--- src/rtl/video_frame_reader.sv ---
// Reads one video frame from SDRAM in 8-word bursts and streams 16-bit pixels,
// preceded by a start-of-frame marker, into an output queue.
module video_frame_reader #(
  parameter logic [20:0] BASE_ADDR   = 21'h000000,
  parameter int unsigned FRAME_WORDS = 153600,
  parameter int unsigned ADDR_STEP   = 8,
  parameter int unsigned TIMEOUT     = 64
) (
  input  logic        clk,
  input  logic        rst_n,
  input  logic        init_done,
  input  logic        start_frame,
  output logic        cmd,
  output logic        cmd_en,
  output logic [20:0] addr,
  input  logic [31:0] rd_data,
  input  logic        rd_data_valid,
  output logic        queue_wr_en,
  output logic [16:0] queue_data,
  input  logic        queue_afull,
  output logic        busy,
  output logic        error
);

  localparam int unsigned IDX_W = 18;
  localparam int unsigned TO_W  = $clog2(TIMEOUT + 1);
  localparam logic [16:0] SOF_MARK = 17'h10000;

  typedef enum logic [2:0] {IDLE, SOF, REQ, WAIT, RECV, DRAIN} state_t;

  state_t             state, state_d;
  logic [IDX_W-1:0]   burst_idx, burst_idx_d;
  logic [2:0]         beat_cnt, beat_cnt_d;
  logic [3:0]         drain_cnt, drain_cnt_d;
  logic [TO_W-1:0]    tcnt, tcnt_d;
  logic [31:0]        word_buf [8];
  logic               beat_we;
  logic               cmd_en_d, queue_wr_en_d, busy_d, error_d;
  logic [20:0]        addr_d;
  logic [16:0]        queue_data_d;
  logic [3:0]         drain_nxt;
  logic [31:0]        drain_word;
  logic               more_bursts;

  assign cmd = 1'b0;

  assign drain_nxt   = drain_cnt + 4'd1;
  assign drain_word  = word_buf[drain_nxt[3:1]];
  assign more_bursts = ((32'(burst_idx) + 32'd1) * 32'd8) < FRAME_WORDS;

  // Outputs are registered from next-state decisions so they line up with the state they belong to.
  always_comb begin
    state_d       = state;
    burst_idx_d   = burst_idx;
    beat_cnt_d    = beat_cnt;
    drain_cnt_d   = drain_cnt;
    tcnt_d        = tcnt;
    beat_we       = 1'b0;
    cmd_en_d      = 1'b0;
    addr_d        = '0;
    queue_wr_en_d = 1'b0;
    queue_data_d  = '0;
    error_d       = error;

    case (state)
      IDLE: begin
        if (start_frame && init_done) begin
          state_d       = SOF;
          burst_idx_d   = '0;
          queue_wr_en_d = 1'b1;
          queue_data_d  = SOF_MARK;
        end
      end
      SOF: state_d = REQ;
      REQ: begin
        if (!queue_afull) begin
          state_d    = WAIT;
          cmd_en_d   = 1'b1;
          addr_d     = BASE_ADDR + 21'(32'(burst_idx) * ADDR_STEP);
          tcnt_d     = '0;
          beat_cnt_d = '0;
        end
      end
      WAIT, RECV: begin
        if (rd_data_valid) begin
          beat_we    = 1'b1;
          tcnt_d     = '0;
          beat_cnt_d = beat_cnt + 3'd1;
          if (beat_cnt == 3'd7) begin
            // word 0 is already buffered, so the first entry can go out with the last beat
            state_d       = DRAIN;
            drain_cnt_d   = '0;
            queue_wr_en_d = 1'b1;
            queue_data_d  = {1'b0, word_buf[0][15:0]};
          end else begin
            state_d = RECV;
          end
        end else if (tcnt == TO_W'(TIMEOUT - 1)) begin
          error_d = 1'b1;
          state_d = IDLE;
        end else begin
          tcnt_d = tcnt + TO_W'(1);
        end
      end
      DRAIN: begin
        if (drain_cnt == 4'd15) begin
          if (more_bursts) begin
            burst_idx_d = burst_idx + 18'd1;
            state_d     = REQ;
          end else begin
            state_d = IDLE;
          end
        end else begin
          drain_cnt_d   = drain_nxt;
          queue_wr_en_d = 1'b1;
          queue_data_d  = {1'b0, drain_nxt[0] ? drain_word[31:16] : drain_word[15:0]};
        end
      end
      default: state_d = IDLE;
    endcase

    busy_d = (state_d != IDLE);
  end

  always_ff @(posedge clk or negedge rst_n) begin
    if (!rst_n) begin
      state       <= IDLE;
      burst_idx   <= '0;
      beat_cnt    <= '0;
      drain_cnt   <= '0;
      tcnt        <= '0;
      cmd_en      <= 1'b0;
      addr        <= '0;
      queue_wr_en <= 1'b0;
      queue_data  <= '0;
      busy        <= 1'b0;
      error       <= 1'b0;
    end else begin
      state       <= state_d;
      burst_idx   <= burst_idx_d;
      beat_cnt    <= beat_cnt_d;
      drain_cnt   <= drain_cnt_d;
      tcnt        <= tcnt_d;
      cmd_en      <= cmd_en_d;
      addr        <= addr_d;
      queue_wr_en <= queue_wr_en_d;
      queue_data  <= queue_data_d;
      busy        <= busy_d;
      error       <= error_d;
    end
  end

  // Burst data buffer; contents are meaningless outside RECV/DRAIN so it needs no reset.
  always_ff @(posedge clk) begin
    if (beat_we) word_buf[beat_cnt] <= rd_data;
  end

endmodule

--- config.mk ---
export PLATFORM = sky130hd
export DESIGN_NAME = video_frame_reader
export DESIGN_NICKNAME = d
export VERILOG_FILES = /design/src/rtl/video_frame_reader.sv
export SDC_FILE = /design/constraint.sdc
export NUM_CORES = 1
export LEC_CHECK = 0
export ABC_CLOCK_PERIOD_IN_PS = 5400
export CAP_MARGIN = 20
export CORE_MARGIN = 2
export CORE_UTILIZATION = 52
export DETAILED_ROUTE_END_ITERATION = 16
export PLACE_DENSITY = 0.74
export SYNTH_ARGS = -nofsm -noshare
export SYNTH_HDL_FRONTEND = slang
export SYNTH_SLANG_ARGS = --single-unit
--- constraint.sdc ---
create_clock -name clk -period 5.4 [get_ports clk]
set_input_delay 1.08 -clock clk [delete_from_list [all_inputs] [get_ports clk]]
set_output_delay 1.08 -clock clk [all_outputs]
set_load 0.005 [all_outputs]
=== Word level (Yosys, flattened, before mapping) ===
Memories as Yosys holds them, arrays and structs flattened.
Index checks and enable logic that the tools add are counted.

* Flip-flop bits (word level): 77
* Bits in writable memories: 256
* Bits of input ports: 38
* Output and inout bits: 43
* Word-level logic and storage cells: 89
* Memories: 1

{| class="wikitable"
|+ Memories
! name !! depth !! bits a word !! rd ports !! clocked after memory_dff !! write ports !! line !! text
|-
| word_buf || 8 || 32 || 2 || 0 || 1 || 36 || <nowiki>logic [31:0] word_buf [8];</nowiki>
|}

* $add $sub $neg: 5
* $lt $le $gt $ge: 1
* Eq/ne operators: 16
* Mux-type cells: 42
* Bitwise logic cells: 1
* Reduce and logical (&&, ||, !) cells: 12

{| class="wikitable"
|+ Operator list
! cell !! count
|-
| 16-bit two-way mux || 4
|-
| 18-bit two-way mux || 3
|-
| 17-bit case mux with 3 select lines || 1
|-
| 21-bit two-way mux || 2
|-
| 18-bit case mux with 2 select lines || 1
|-
| 22-bit by 18-bit less-than comparator with 1-bit output (second input constant) || 1
|-
| 3-bit two-way mux || 7
|-
| 7-bit two-way mux || 3
|-
| 18-bit by 1-bit adder with 19-bit output (second input constant) || 1
|-
| 18-bit by 1-bit adder with 18-bit output (second input constant) || 1
|-
| 17-bit two-way mux || 1
|-
| 3-bit case mux with 5 select lines || 1
|-
| 2-bit inequality test (second input constant) || 7
|-
| 7-bit case mux with 2 select lines || 1
|-
| 4-bit two-way mux || 3
|-
| 1-bit two-way mux || 11
|-
| 3-bit == test (second input constant) || 3
|-
| 3-bit AND reduction || 3
|-
| 4-bit case mux with 2 select lines || 1
|-
| 4-bit AND reduction || 2
|-
| 7-bit by 1-bit adder with 7-bit output (second input constant) || 1
|-
| 7-bit by 6-bit == test with 1-bit output (second input constant) || 1
|-
| 3-bit by 2-bit == test with 1-bit output (second input constant) || 2
|-
| 3-bit case mux with 2 select lines || 1
|-
| other kinds (13) || 15
|}

=== Logic depth before layout (Yosys ltp) ===
Gate-level depths: netlist of the first run.

* Word-level depth: 6
* Depth in mapped cells: 10
* Depth with buffers taken out: 8

=== Worst setup path before layout of the first run ===
Ideal clock, no wire load.

* Kind: register to register
* Start: register state[1]
* End: memory word_buf[0][0], enable pin
* Library setup time: 501 ps
* Arrival time: 4484 ps
* Data required time: 4899 ps
* Slack: 415 ps
* Stages on the path, launching flop included: 6
* Buffers on the path: 1
* Period minus slack after synthesis: 4985 ps
* Cell sequence: dfrtp_1 -> or3b_2 -> o21a_1 -> nand2b_1 -> clkbuf_1 -> nor4_1

* Longest elaborated chain between the ends: 5
* Elaborated cells on any way between the ends: 6
* Classes of those cells: eq/ne: 2; mux: 3; reduce/logical: 1

{| class="wikitable"
|+ RTL lines
! element !! line !! text
|-
| start: declaration || 31 || <nowiki>state_t state, state_d;</nowiki>
|-
| start signal: assignment || 139 || <nowiki>state <= state_d;</nowiki>
|-
| 3-bit by 2-bit == test with 1-bit output or 3-bit == test (tied branches) || 65 || <nowiki>case (state)</nowiki>
|-
| 2-bit OR reduction * || 65 ||
|-
| 1-bit two-way mux * || 65 ||
|-
| 1-bit two-way mux * || 155 || <nowiki>if (beat_we) word_buf[beat_cnt] <= rd_data;</nowiki>
|-
| 1-bit two-way mux (not written as such) * || 155 ||
|-
| end: declaration || 36 ||
|}

Every way passes the cells marked *; elsewhere a longest branch is shown, timed or not.

=== Worst setup path after layout of the first run ===
* Start: register burst_idx[0]
* End: register burst_idx[14]

* Longest elaborated chain between the ends: 4
* Elaborated cells on any way between the ends: 8
* Classes of those cells: add/sub: 2; order compare: 1; eq/ne: 1; mux: 3; reduce/logical: 1

{| class="wikitable"
|+ RTL lines
! element !! line !! text
|-
| start: declaration || 32 || <nowiki>logic [IDX_W-1:0] burst_idx, burst_idx_d;</nowiki>
|-
| start signal: assignment || 140 || <nowiki>burst_idx <= burst_idx_d;</nowiki>
|-
| 18-bit by 1-bit adder with 19-bit output or 18-bit by 1-bit adder with 18-bit output (tied branches) || 49, 108 ||
|-
| 22-bit by 18-bit less-than comparator with 1-bit output or 18-bit two-way mux (tied branches) || 49, 107 ||
|-
| 2-bit inequality test (no source line) or 18-bit two-way mux (tied branches) || - ||
|-
| 4-bit AND reduction (no source line) or 18-bit case mux with 2 select lines (tied branches) || - ||
|}

Several ways; a longest one is shown, not always the timed one. The select of a mux whose other input is x is not followed.
A chain may end at the register's enable or synchronous reset.

==> results of run 1 <==
-- kinds of logic after synthesis --
group | synth area share (%)
AND/OR/NAND/NOR | 6.236
other | 0.02889
AO/OA/AOI/OAI | 3.055
multiplexers | 14.28
flip-flops | 73.48
XOR/XNOR | 0.6747
adder cells (fa/ha/maj) | 0.4819
buffers and inverters | 1.764
-- report_power, final --
group	leakage [nW]	total, mW	switching (mW)	internal [mW]
combinational	1.55	2.22	1.13	1.09
sequential	3.31	2.97	0.0954	2.87
clock	0.543	2.34	0.944	1.39
-- how the worst max path moves through the flow --
| stage | cells past startpoint | endpoint | start | slack, ps |
|---|---|---|---|---|
| after floorplan | 5 | word_buf[0][0] | state[1] | 410 |
| after global placement | 3 | word_buf[7][6] | rd_data_valid | 2030 |
| after detailed placement | 8 | burst_idx[14] | burst_idx[0] | 1920 |
| after CTS | 8 | burst_idx[14] | burst_idx[0] | 1920 |
| after global routing | 8 | burst_idx[14] | burst_idx[0] | 1670 |
| final | 8 | burst_idx[14] | burst_idx[0] | 1890 |
-- cells in the final DEF, fill, tap and decap left out, types with 4 or more instances in the layout --
| cell type | instances |
|---|---|
| a21oi_1 | 8 |
| and2_1 | 12 |
| and3_1 | 6 |
| buf_4 | 11 |
| bufinv_16 | 4 |
| clkbuf_1 | 9 |
| clkbuf_16 | 34 |
| clkdlybuf4s50_1 | 75 |
| clkinv_1 | 4 |
| clkinv_2 | 5 |
| conb_1 | 4 |
| dfrtp_1 | 74 |
| edfxtp_1 | 256 |
| ha_1 | 4 |
| inv_1 | 15 |
| mux2i_1 | 39 |
| mux4_2 | 64 |
| nand2_1 | 35 |
| nand2b_1 | 5 |
| nand3_1 | 11 |
| nand4_1 | 6 |
| nor2_1 | 25 |
| nor3_1 | 5 |
| nor3_2 | 4 |
| nor4_1 | 5 |
| o21ai_0 | 11 |
| o21ai_1 | 7 |
| o221ai_1 | 15 |
| or3_1 | 9 |
| xor2_1 | 5 |
-- layer usage --
| layer | vias to the layer above | track usage, % | routed length (um) | part of all wire (%) |
|---|---|---|---|---|
| li1 | 2991 | - | - | - |
| met5 | - | 0 | 0 | 0 |
| met1 | 3544 | 27.12 | 10670 | 41 |
| met3 | 53 | 3.141 | 1400 | 5.4 |
| met2 | 239 | 34.84 | 13310 | 51 |
| met4 | 0 | 7.120 | 702 | 2.7 |
-- flip-flops by register name (all words and copies together) (netlist names), 3 cells and up --
register,flops
word_buf,256
addr,18
burst_idx,18
queue_data,17
tcnt,7
drain_cnt,4
beat_cnt,3
state,3
-- area by class of cell --
type                            count  area [um^2]
Sequential cell                   330         9539
Fill cell                        1718         9049
Multi-Input combinational cell    330         3324
Clock buffer                       45        912.1
Timing Repair Buffer               89        900.9
Tap cell                          324        405.4
Clock inverter                     16        203.9
Inverter                           15        56.30
-- through the flow --
step	total power, mW	worst slack [ps]	hold WS, ps	utilization [%]	cells
after global placement	5.213	2034	455.8	58.05	1085
after global routing	7.859	1669	494.8	62.90	1149
after CTS	7.624	1918	486.4	62.79	1148
final	7.522	1890	472.1	62.90	1149
after floorplan	4.652	414.9	452.0	-	710
after detailed placement	5.277	1919	472.2	58.21	1087
==> flow_summary.json, run 1 <==
{
  "fin_tns_setup_ps": 0,
  "grt_first_pass_wirelength_um": 40650,
  "clk_pin_slew_ps": 60,
  "clock_path_buffers": 3,
  "cts_tree": "done",
  "syn-cell-area_mm2": 0.01298,
  "worst_ep_arrival_time_ps": 3910,
  "routed_wl_um": 26080,
  "clock_skew_ps": 17.32,
  "place.gp.congestion": 0.7969,
  "drt_pass1_iterations": 5,
  "min_delay_worst_endpoint": "error",
  "yosys.area.top_type": "edfxtp_1",
  "synth-edff-count": 256,
  "cp-start-kind": "flop",
  "drive_above_1_share_pct": 18.30,
  "r2r.worst_path.cells": 8,
  "powerDensity_mw_per_mm2": 490.3,
  "nets": 843,
  "cts-root-buf": "clkbuf_16",
  "synth_top_flop_cell": "edfxtp_1",
  "status": "complete, no violations",
  "path_buf_inv": 0,
  "crit-reg2reg-launch": "burst_idx[0]",
  "synthToLayoutAreaGrowth_pct": 18.18,
  "initialDrtViolationCount": 580,
  "n_antenna_cell": 0,
  "period_share_pct": 65.00,
  "die_h_um": 162.0,
  "wl_per_cell_um": 22.69,
  "cpMaxStageDelayCell": "or2_1",
  "vias": 6827,
  "grt_antenna_before_repair": 0,
  "holdPathStages": 1,
  "period_needed_ps": 3510,
  "synth_common_cells": "256 x edfxtp_1, 74 x dfrtp_1, 64 x mux4_2, 39 x mux2i_1, 35 x nand2_1",
  "yosysSeqAreaShare_pct": 73.48,
  "grt_overflow": 0,
  "cts_buffers": 34,
  "setup-violations-final": 0,
  "worst_slew_pin_slew_ps": 975.5,
  "initial_core_util_pct": 53.23,
  "rsz0062_at_grt": "false",
  "ys_types": 56,
  "rr_endpoint": "burst_idx[14]",
  "yosys_warnings": 0,
  "dp_hpwl_um": 14960,
  "setup.worst_path.class": "flop to flop",
  "ys_top_cells_by_area": "edfxtp_1 59%, dfrtp_1 14%, mux4_2 11%",
  "synth_most_common_cell": "edfxtp_1",
  "grt_max_degree": 75,
  "syn_area_per_cell_um2": 18.36,
  "ys_seq_elements": 330,
  "hold_class": "flop to flop",
  "critPathRequiredTime_ps": 5800,
  "num_io_pins": 81,
  "relSlewSlack_pct": 34.97,
  "syn_inst": 707,
  "drc": 0,
  "port_buffers": 76,
  "end_kind": "flop",
  "synth_top_area_share_pct": 59.21,
  "postCtsSetupBuffers": 0,
  "drtAntennaViolNets": 0,
  "num_rows": 57,
  "hold_viol_final": 0,
  "async_reset_ff_share_pct": 22.42,
  "power.ir.vdd_worst_v": 0.0003277,
  "leakage_nw": 5.400,
  "cts_sinks": 330,
  "track_usage_pct": 20.41,
  "core_area_mm2": 0.02439,
  "cts-htree-levels": 2,
  "fp.dieArea_mm2": 0.02625,
  "clk_latency_ps": 520,
  "slowest_delay_ps": 780,
  "drv_cap": 0,
  "crit_fanout": 28,
  "worstPathCellList": "ha_1, nand2_1, or4_4, xor2_1, nor4_4, or2_1, mux2_1, mux2_2",
  "grt_pass1_vias": 7140,
  "path_delay_family": "simple AND/OR/NAND/NOR gates",
  "r2r_slack_ps": 1890,
  "die_w_um": 162.0,
  "holdBufCountCts": 0,
  "maxSlewViolCount": 0,
  "cts_resized": 0,
  "hold_start": "error",
  "final_cell_area_mm2": 0.01534,
  "post_dp_cell_area_mm2": 0.01420,
  "viasPerCell": 5.942,
  "fmax_mhz": 284.9
}
Note: power is estimated with default switching activity, not from simulation.
==> inputs of run 2 (changes only) <==
ABC_CLOCK_PERIOD_IN_PS = 2850   (was 5400)
clock period = 2.85 ns   (was 5.4 ns; I/O delays follow)
==> flow_summary.json, run 2 (synthesis gave the netlist of run 1 again) <==
{
  "fmax_mhz": 373.7,
  "cp-start-kind": "flop",
  "status": "complete, no violations",
  "end_kind": "flop",
  "clk_latency_ps": 530,
  "place.gp.congestion": 0.8012,
  "synthToLayoutAreaGrowth_pct": 19.65,
  "drv_cap": 0,
  "grt_max_degree": 75,
  "fp.dieArea_mm2": 0.02625,
  "cpMaxStageDelayCell": "or4_4",
  "port_buffers": 76,
  "drtAntennaViolNets": 0,
  "largest_register_ff_count": 256,
  "relSlewSlack_pct": 36.27,
  "cts_buffers": 34,
  "worst_ep_arrival_time_ps": 3120,
  "r2r_slack_ps": 170,
  "maxSlewViolCount": 0,
  "period_needed_ps": 2676,
  "num_io_pins": 81,
  "clock_path_buffers": 3,
  "num_rows": 57,
  "cts_sinks": 330,
  "dp_hpwl_um": 15600,
  "grt_overflow": 0,
  "rsz0062_at_grt": "false",
  "grt_first_pass_wirelength_um": 41250,
  "die_h_um": 162.0,
  "track_usage_pct": 20.94,
  "power.ir.vdd_worst_v": 0.0005814,
  "powerDensity_mw_per_mm2": 911.8,
  "top_register": "word_buf",
  "slowest_delay_ps": 540,
  "multiInputGateArea_mm2": 0.003371,
  "fin_tns_setup_ps": 0,
  "wl_per_cell_um": 22.84,
  "reg_top3": "word_buf: 256 flops, addr: 18 flops, burst_idx: 18 flops",
  "nets": 860,
  "most-common-layout-cells": "256 x edfxtp_1, 75 x clkdlybuf4s50_1, 74 x dfrtp_1",
  "r2r.worst_path.cells": 9,
  "clock_skew_ps": 17.37,
  "die_w_um": 162.0,
  "leakage_nw": 5.476,
  "initial_core_util_pct": 53.23,
  "drt_pass1_iterations": 5,
  "path_buf_inv": 1,
  "clk_pin_slew_ps": 60,
  "final_util_pct": 63.69,
  "postCtsSetupBuffers": 0,
  "vias": 6866,
  "routed_wl_um": 26630,
  "seq_area_mm2": 0.009539,
  "setup-violations-final": 0,
  "fillers": 1711,
  "core_area_mm2": 0.02439,
  "worstPathCellList": "ha_1, nand2_1, or4_4, xor2_1, nor4_4, or2_4, buf_4, or3_1, o21ai_1",
  "viasPerCell": 5.889,
  "rr_endpoint": "burst_idx[10]",
  "cts_tree": "done",
  "crit_fanout": 12,
  "drc": 0,
  "final_common_cell": "edfxtp_1",
  "period_share_pct": 93.89,
  "n_antenna_cell": 0,
  "path_delay_family": "simple AND/OR/NAND/NOR gates",
  "worstSetupStartpoint": "burst_idx[1]",
  "setup.worst_path.class": "flop to flop",
  "cts-root-buf": "clkbuf_16",
  "crit-reg2reg-launch": "burst_idx[1]",
  "initialDrtViolationCount": 590,
  "holdBufCountCts": 0,
  "critPathRequiredTime_ps": 3290,
  "grt_pass1_vias": 7192,
  "hold_viol_final": 0,
  "hold_class": "input pin to async pin",
  "worst_slew_pin_slew_ps": 955.9,
  "cts-htree-levels": 2,
  "drive_above_1_share_pct": 19.60,
  "grt_antenna_before_repair": 0
}
run 2: per-stage QoR:
step	cells	area [um^2]	setup slack (ps)	total power [mW]	hold WS, ps
after CTS	1166	15530	46.41	14.33	234.1
after global routing	1166	15530	25.58	14.81	294.6
after floorplan	710	13050	-150.9	8.846	274.4
after detailed placement	1105	14500	62.70	10.24	457.4
after global placement	1105	14500	145.1	10.14	450.7
final	1166	15530	174.2	14.16	217.2
run 2: cell type report:
| cell class | count | area share, % |
|---|---|---|
| well taps | 324 | 2.610 |
| multi-input cells | 330 | 21.70 |
| flip-flops and latches | 330 | 61.41 |
| clock buffers | 44 | 5.985 |
| inverters | 15 | 0.3625 |
| repair buffers | 106 | 7.298 |
| clock inverters | 17 | 0.6363 |
run 2: power by group:
| group | internal [mW] | switching (mW) | total, mW |
|---|---|---|---|
| logic | 2.29 | 2.17 | 4.46 |
| registers | 5.44 | 0.205 | 5.65 |
| clock network | 2.31 | 1.75 | 4.06 |
| total | 10.0 | 4.12 | 14.2 |
run 2: worst max-delay path by stage:
stage / slack [ps] / endpoint / depth (start not counted)
2_1_floorplan: -150 / word_buf[7][0] / 4
3_3_place_gp: 150 / busy / 9
3_5_place_dp: 60 / burst_idx[10] / 10
4_1_cts: 50 / busy / 9
5_1_grt: 30 / burst_idx[10] / 9
6_report: 170 / burst_idx[10] / 9
run 2: what timing repair did:
item                                    in CTS  in global routing
endpoints found under the hold margin        0                  0
resized for setup                            0                  1
endpoints found under the setup margin       0                  6
run 2: worst reg2reg max path, delay by kind of cell (launching register included):
family / cells / cell delay (ps)
simple gates: 5 / 1370
flops: 1 / 420
buf+inv: 1 / 200
compound gates: 1 / 80
xor+xnor: 1 / 240
fa+ha+maj: 1 / 300
run 2: routing by layer:
layer	vias up	GRT usage, %	share of wire, %
met2	240	34.43	50
li1	3034	-	-
met5	-	0	0
met1	3534	28.36	41
met3	58	3.805	6.2
met4	0	7.924	2.5
